File: src/rtl/keypad_scanner.sv
// keypad_scanner -- 4x4 matrix keypad scanner with debounce and a one-deep event latch.
//
// Columns are driven active-low one at a time for SCAN_DIV clocks each. The
// synchronized rows are sampled on the last clock of every column period. A
// sweep (COL0..COL3) resolves to a single key or NONE. A key state is accepted
// once DEBOUNCE_SCANS consecutive sweeps agree. A new accepted key raises
// key_valid, which stays high until the consumer acknowledges it.
//
// Optional feature: define KYPD_REPEAT_EN to add auto-repeat events while a key
// stays held. The first repeat comes after REPEAT_DELAY sweeps and later ones
// every REPEAT_RATE sweeps. Without the macro no repeat logic is built.
//
// Ports:
//   OSC_100MHz  in   system clock, rising edge
//   RST         in   asynchronous active-low reset
//   KYPD_COL    out  [3:0] active-low one-hot column drive
//   KYPD_ROW    in   [3:0] row sense, low = closed on the driven column (async)
//   key_code    out  [3:0] code of the last accepted key
//   key_valid   out  event pending, held until key_ack
//   key_ack     in   consumer acknowledge
//   key_held    out  debounced state is a single key
//   overrun     out  sticky: a press event was dropped while key_valid=1
module keypad_scanner #(
  parameter int SCAN_DIV       = 100000,
  parameter int DEBOUNCE_SCANS = 4,
  parameter int REPEAT_DELAY   = 500,
  parameter int REPEAT_RATE    = 100
) (
  input  logic       OSC_100MHz,
  input  logic       RST,
  output logic [3:0] KYPD_COL,
  input  logic [3:0] KYPD_ROW,
  output logic [3:0] key_code,
  output logic       key_valid,
  input  logic       key_ack,
  output logic       key_held,
  output logic       overrun
);
  localparam int DIV_W = (SCAN_DIV > 1) ? $clog2(SCAN_DIV) : 1;
  localparam int STB_W = $clog2(DEBOUNCE_SCANS + 1);
  localparam logic [DIV_W-1:0] DIV_LAST = DIV_W'(SCAN_DIV - 1);
  localparam logic [STB_W-1:0] STB_MAX  = STB_W'(DEBOUNCE_SCANS);

  generate
    if (SCAN_DIV < 1 || DEBOUNCE_SCANS < 1 || REPEAT_DELAY < 1 || REPEAT_RATE < 1) begin : g_bad_params
      $error("keypad_scanner: all parameters must be >= 1");
    end
  endgenerate

  typedef enum logic [1:0] {COL0 = 2'd0, COL1 = 2'd1, COL2 = 2'd2, COL3 = 2'd3} col_state_t;
  col_state_t r_state, w_state_next;

  logic [DIV_W-1:0] r_div_cnt;
  logic [3:0]       r_row_meta, r_row_sync;
  logic [1:0]       r_hits;          // closures so far this sweep: 0, 1, or 2 meaning "several"
  logic [3:0]       r_hit_key;       // code of the first closure seen this sweep
  logic [4:0]       r_prev_result;   // {key present, code}; 5'h00 is NONE
  logic [4:0]       r_deb;           // debounced state, same encoding
  logic [STB_W-1:0] r_stable_cnt;
  logic [3:0]       r_key_code;
  logic             r_key_valid, r_overrun;

  logic             w_sample, w_sweep_end;
  logic [3:0]       w_col_closed, w_col_key, w_single_key;
  logic [2:0]       w_col_hits, w_hits_sum;
  logic [4:0]       w_sweep_result;
  logic [STB_W-1:0] w_stable_next;
  logic             w_deb_load, w_deb_change, w_press_event, w_event;
  logic [3:0]       w_event_key;

  function automatic logic [3:0] key_lookup(input logic [1:0] row, input logic [1:0] col);
    logic [3:0] code;
    case ({row, col})
      4'h0: code = 4'h1;  4'h1: code = 4'h2;  4'h2: code = 4'h3;  4'h3: code = 4'hA;
      4'h4: code = 4'h4;  4'h5: code = 4'h5;  4'h6: code = 4'h6;  4'h7: code = 4'hB;
      4'h8: code = 4'h7;  4'h9: code = 4'h8;  4'hA: code = 4'h9;  4'hB: code = 4'hC;
      4'hC: code = 4'h0;  4'hD: code = 4'hF;  4'hE: code = 4'hE;  default: code = 4'hD;
    endcase
    return code;
  endfunction

  // Row synchronizer; idle value is "no key" (all high).
  always_ff @(posedge OSC_100MHz or negedge RST) begin
    if (!RST) begin
      r_row_meta <= 4'hF;
      r_row_sync <= 4'hF;
    end else begin
      r_row_meta <= KYPD_ROW;
      r_row_sync <= r_row_meta;
    end
  end

  assign w_sample    = (r_div_cnt == DIV_LAST);
  assign w_sweep_end = w_sample && (r_state == COL3);

  always_ff @(posedge OSC_100MHz or negedge RST) begin
    if (!RST) begin
      r_state   <= COL0;
      r_div_cnt <= '0;
    end else begin
      r_state   <= w_state_next;
      r_div_cnt <= w_sample ? '0 : r_div_cnt + 1'b1;
    end
  end

  always_comb begin
    w_state_next = r_state;
    KYPD_COL     = 4'b1110;
    case (r_state)
      COL0: begin KYPD_COL = 4'b1110; if (w_sample) w_state_next = COL1; end
      COL1: begin KYPD_COL = 4'b1101; if (w_sample) w_state_next = COL2; end
      COL2: begin KYPD_COL = 4'b1011; if (w_sample) w_state_next = COL3; end
      default: begin KYPD_COL = 4'b0111; if (w_sample) w_state_next = COL0; end
    endcase
  end

  // Closures on the current column. Which row supplies w_col_key only matters
  // when it is the sole closure of the sweep.
  assign w_col_closed = ~r_row_sync;
  assign w_col_hits   = 3'(w_col_closed[0]) + 3'(w_col_closed[1])
                      + 3'(w_col_closed[2]) + 3'(w_col_closed[3]);

  always_comb begin
    w_col_key = 4'h0;
    for (int r = 3; r >= 0; r--) begin
      if (w_col_closed[r]) w_col_key = key_lookup(2'(r), r_state);
    end
  end

  // The COL3 sample is folded in combinationally so the sweep result is known
  // on the final sample cycle itself.
  assign w_hits_sum     = {1'b0, r_hits} + w_col_hits;
  assign w_single_key   = (r_hits == 2'd0) ? w_col_key : r_hit_key;
  assign w_sweep_result = (w_hits_sum == 3'd1) ? {1'b1, w_single_key} : 5'h00;

  always_ff @(posedge OSC_100MHz or negedge RST) begin
    if (!RST) begin
      r_hits    <= 2'd0;
      r_hit_key <= 4'h0;
    end else if (w_sample) begin
      if (w_sweep_end) begin
        r_hits    <= 2'd0;
        r_hit_key <= 4'h0;
      end else begin
        r_hits <= (w_hits_sum >= 3'd2) ? 2'd2 : w_hits_sum[1:0];
        if (r_hits == 2'd0) r_hit_key <= w_col_key;
      end
    end
  end

  always_comb begin
    if (w_sweep_result == r_prev_result)
      w_stable_next = (r_stable_cnt == STB_MAX) ? STB_MAX : r_stable_cnt + 1'b1;
    else
      w_stable_next = STB_W'(1);
  end

  assign w_deb_load    = (w_stable_next == STB_MAX);
  assign w_deb_change  = w_sweep_end && w_deb_load && (w_sweep_result != r_deb);
  assign w_press_event = w_deb_change && w_sweep_result[4];

  always_ff @(posedge OSC_100MHz or negedge RST) begin
    if (!RST) begin
      r_prev_result <= 5'h00;
      r_stable_cnt  <= '0;
      r_deb         <= 5'h00;
    end else if (w_sweep_end) begin
      r_prev_result <= w_sweep_result;
      r_stable_cnt  <= w_stable_next;
      if (w_deb_load) r_deb <= w_sweep_result;
    end
  end

`ifdef KYPD_REPEAT_EN
  localparam int REP_MAX = (REPEAT_DELAY > REPEAT_RATE) ? REPEAT_DELAY : REPEAT_RATE;
  localparam int REP_W   = $clog2(REP_MAX + 1);

  logic [REP_W-1:0] r_rep_cnt, w_rep_inc;
  logic             r_rep_phase;   // 0: waiting for first repeat, 1: steady repeat
  logic             w_rep_fire;

  assign w_rep_inc  = r_rep_cnt + 1'b1;
  assign w_rep_fire = w_sweep_end && !w_deb_change && r_deb[4] &&
                      (r_rep_phase ? (w_rep_inc == REP_W'(REPEAT_RATE))
                                   : (w_rep_inc == REP_W'(REPEAT_DELAY)));

  always_ff @(posedge OSC_100MHz or negedge RST) begin
    if (!RST) begin
      r_rep_cnt   <= '0;
      r_rep_phase <= 1'b0;
    end else if (w_sweep_end) begin
      if (w_deb_change || !r_deb[4]) begin
        r_rep_cnt   <= '0;
        r_rep_phase <= 1'b0;
      end else if (w_rep_fire) begin
        r_rep_cnt   <= '0;
        r_rep_phase <= 1'b1;
      end else begin
        r_rep_cnt <= w_rep_inc;
      end
    end
  end

  assign w_event     = w_press_event || w_rep_fire;
  assign w_event_key = w_press_event ? w_sweep_result[3:0] : r_deb[3:0];
`else
  assign w_event     = w_press_event;
  assign w_event_key = w_sweep_result[3:0];
`endif

  // A new event outranks a same-cycle acknowledge.
  always_ff @(posedge OSC_100MHz or negedge RST) begin
    if (!RST) begin
      r_key_code  <= 4'h0;
      r_key_valid <= 1'b0;
      r_overrun   <= 1'b0;
    end else if (w_event) begin
      if (!r_key_valid) begin
        r_key_code  <= w_event_key;
        r_key_valid <= 1'b1;
      end else if (key_ack) begin
        r_key_code <= w_event_key;
        r_overrun  <= 1'b0;
      end else begin
        r_overrun <= 1'b1;
      end
    end else if (r_key_valid && key_ack) begin
      r_key_valid <= 1'b0;
      r_overrun   <= 1'b0;
    end
  end

  assign key_code  = r_key_code;
  assign key_valid = r_key_valid;
  assign overrun   = r_overrun;
  assign key_held  = r_deb[4];

endmodule
File: config.mk
export PLATFORM = sky130hd
export DESIGN_NAME = keypad_scanner
export DESIGN_NICKNAME = d
export VERILOG_FILES = /design/src/rtl/keypad_scanner.sv
export SDC_FILE = /design/constraint.sdc
export NUM_CORES = 1
export LEC_CHECK = 0
export ABC_AREA = 1
export BUFFER_PORTS_ARGS = -buffer_cell sky130_fd_sc_hd__buf_2
export CAP_MARGIN = 0
export CELL_PAD_IN_SITES_DETAIL_PLACEMENT = 0
export CELL_PAD_IN_SITES_GLOBAL_PLACEMENT = 1
export CORE_UTILIZATION = 40
export DETAILED_ROUTE_END_ITERATION = 10
export PLACE_DENSITY = 0.67
export SLEW_MARGIN = 15
export SYNTH_ARGS = -nofsm -noshare
export SYNTH_HDL_FRONTEND = slang
export SYNTH_SLANG_ARGS = --single-unit
export TNS_END_PERCENT = 1
File: constraint.sdc
create_clock -name OSC_100MHz -period 4.55 [get_ports OSC_100MHz]
set_input_delay 0.91 -clock OSC_100MHz [delete_from_list [all_inputs] [get_ports OSC_100MHz]]
set_output_delay 0.91 -clock OSC_100MHz [all_outputs]
set_load 0.03 [all_outputs]
==> results.txt <==
max cap viols: 0
Startpoint Class: flop
DR WL/cell: 12.2 µm
drt first pass iters: 4
pwr/cell area: 256 nW/µm²
Num CTS Buffers: 5
setup TNS: 0 ns
top_reg_cell synth: dfrtp_1
Synth Area per Inst: 8.30 µm²
status: complete, no violations
worst endpoint required time: 4.74 ns
Total Wirelength: 5.64 mm
YS warnings: 0
Post-CTS Setup Inserts: 0
number of synthesized flops with an enable pin: 0
largest net degree at the start of global routing: 53
VDD IR-drop max: 0.146 mV
Worst slew margin: 55.4%
Placer Congestion: 0.774
Setup-failing EPs final: 0
CP arrival: 3.94 ns
highest clock rate: 0.267 GHz
Die X: 86.5 µm
critical path type: flop to flop
Placed Cells: 455
Synth Instances: 344
Final nets: 386
layout cells sized above 1: 17.4%
fin crit period: 3.75 ns
Lkg Pwr: 1.60 nW
Tot Pwr: 0.803 mW
Starting Density: 41.8%
synth unique cells: 34
H-tree levels: 2
Critical Path End Type: flop
total global routing overflow: 0
die area: 7480 µm²
worst skew pair latency: 0.30 ns
first-pass GRT wire length: 9.83 mm
IO buf count: 17
Mapped Nets: 364
row cnt: 30
sequential fraction of the synthesis area: 45.9%
ANT cells: 0
RSZ-0062 raised after global routing: no
hold_buf cts: 0
utilization after layout: 46.0%
Total GRT Usage: 16.8%
post-CTS sizing: 0
Clock Tree Buf Depth: 2
I/O pin count: 18
fillcell total: 715
initial antenna violation count: 0
clock slew at reported path FFs: 0.09 ns
Clock Sinks: 52
Root Buffer: clkbuf_8
post-DP HPWL: 4.21 mm
antenna viol nets, final: 0
Slew @ Worst Pin: 0.669 ns
DRC Markers: 0
total number of vias: 2,175
CTS tree: done
Die Span Y: 86.5 µm
post-synthesis register bit count: 52
Worst Path Max Fanout: 11
Max Slew Vio Count: 0
core area: 6830 µm²
asr flop ratio synth: 100%
DR vias/cell: 4.70
Starting DRT DRC Count: 72
Mapped Area: 2850 µm²
Layout area overhead: 10.0%
final hold slack: 0.359 ns
Cell Count, Final, Fillers Out: 463
final period utilization: 82.4%
Fin. Hold Viols: 0
Setup Skew: 0.00551 ns
Worst Hold Class: flop to flop
via count of the first global-routing pass: 2,150
registers in the layout, summed over array words and instances (netlist names):
signal and cells:
key_code 4, key_valid 1, overrun 1, r_deb 5, r_div_cnt 17, r_hit_key 4
r_hits 2, r_prev_result 5, r_row_meta 4, r_row_sync 4, r_stable_cnt 3, r_state 2
layout by cell type, fill, tap and decap left out, types with 2 or more instances in the layout:
cell and count:
clkinv_1 2, buf_2 17, nor2_2 5, o21ai_1 7
nand2_2 5, nand2_1 81, inv_1 54, nand3_4 2
nand4_1 15, inv_2 5, nand3_2 5, fa_1 3
o21ai_0 15, or2_1 2, nor2_1 29, dfrtp_1 44
clkbuf_8 6, nor3_1 2, dfstp_2 8, ha_1 10
nor2_4 3, xnor2_1 3, a21oi_1 10, xor2_1 4
nor4_1 3, or2_2 4, nand3_1 12, clkbuf_1 2
o22ai_1 3
path summary, 6_finish.rpt:
check / slack [ns] / start / end / cells after the start
hold reg to reg: 0.36 / r_row_meta[3] / r_row_sync[3] / 0
min in group asynchronous: 0.72 / RST / r_div_cnt[7] / 2
hold / removal: 0.36 / r_row_meta[3] / r_row_sync[3] / 0
max in group asynchronous: 3.38 / RST / r_div_cnt[15] / 2
setup reg to reg: 0.80 / r_row_sync[2] / key_code[0] / 18
setup / recovery: 0.80 / r_row_sync[2] / key_code[0] / 18
routing by layer:
| metal | track usage [%] | wire (µm) |
|---|---|---|
| met1 | 24.0 | 3030 |
| met3 | 2.86 | 97 |
| met5 | 0 | 0 |
| met4 | 4.09 | 32 |
| met2 | 26.6 | 2480 |
Yosys cell counts, types with 2 or more instances:
library cell	number	area, µm²
nand2_1	81	304
nor2_4	3	33.8
nand2_2	5	31.3
inv_1	54	203
dfrtp_1	44	1100
or2_1	2	12.5
o22ai_1	3	18.8
fa_1	3	60.1
inv_2	5	18.8
ha_1	10	125
o21ai_0	15	75.1
nor3_1	2	10.0
nand3_4	2	35.0
o21ai_1	7	35.0
nand3_1	12	60.1
nor4_1	3	18.8
nand4_1	15	93.8
nand3_2	5	50.1
or2_2	4	25.0
nor2_2	5	31.3
xor2_1	4	35.0
nor2_1	29	109
xnor2_1	3	26.3
dfstp_2	8	210
clkinv_1	2	7.51
a21oi_1	10	50.1
report_power, final:
group          switching, mW  leakage (nW)  internal, mW
clock network          0.144        0.0455         0.124
logic                 0.0446         0.867        0.0177
registers            0.00364         0.683         0.469
total                  0.192          1.60         0.611
final cells by class:
| type | instances | area, µm² | area share, % |
|---|---|---|---|
| well taps | 96 | 120 | 3.82 |
| flip-flops and latches | 52 | 1310 | 41.8 |
| clock buffers | 8 | 90.1 | 2.87 |
| multi-input cells | 228 | 1300 | 41.3 |
| inverters | 61 | 229 | 7.29 |
| repair buffers | 18 | 92.6 | 2.95 |
through the flow:
step / cell area (µm²) / setup slack, ns
2_1_floorplan: 2850 / 1.37
3_3_place_gp: 3050 / 0.890
3_5_place_dp: 3050 / 0.807
4_1_cts: 3140 / 0.775
5_1_grt: 3140 / 0.459
6_report: 3140 / 0.802
logic make-up (layout without fill, tap and decap cells):
kind of cell	after synthesis	in the layout	synth area share, %
xor gates and xnor gates	7	7	2.15
adders and majority gates	13	13	6.49
AOI/OAI and AO/OA	36	36	6.53
DFF	52	52	45.9
buffers and inverters	64	87	8.59
and+or+nand+nor	172	172	30.3
critical path, stage by stage (launching register included):
cell	delay, ns
dfstp_2	0.59
fa_1	0.42
inv_1	0.07
fa_1	0.15
inv_1	0.04
fa_1	0.48
nand2_1	0.08
nor2_2	0.46
nand3_2	0.22
nand2_1	0.10
nand2_1	0.08
nor2_4	0.12
nand3_1	0.13
nor2_2	0.11
nand2_2	0.18
nor2_8	0.18
nand3_4	0.10
nand2_1	0.07
nand2_1	0.05
No activity file was read; power rests on OpenSTA's default activity.
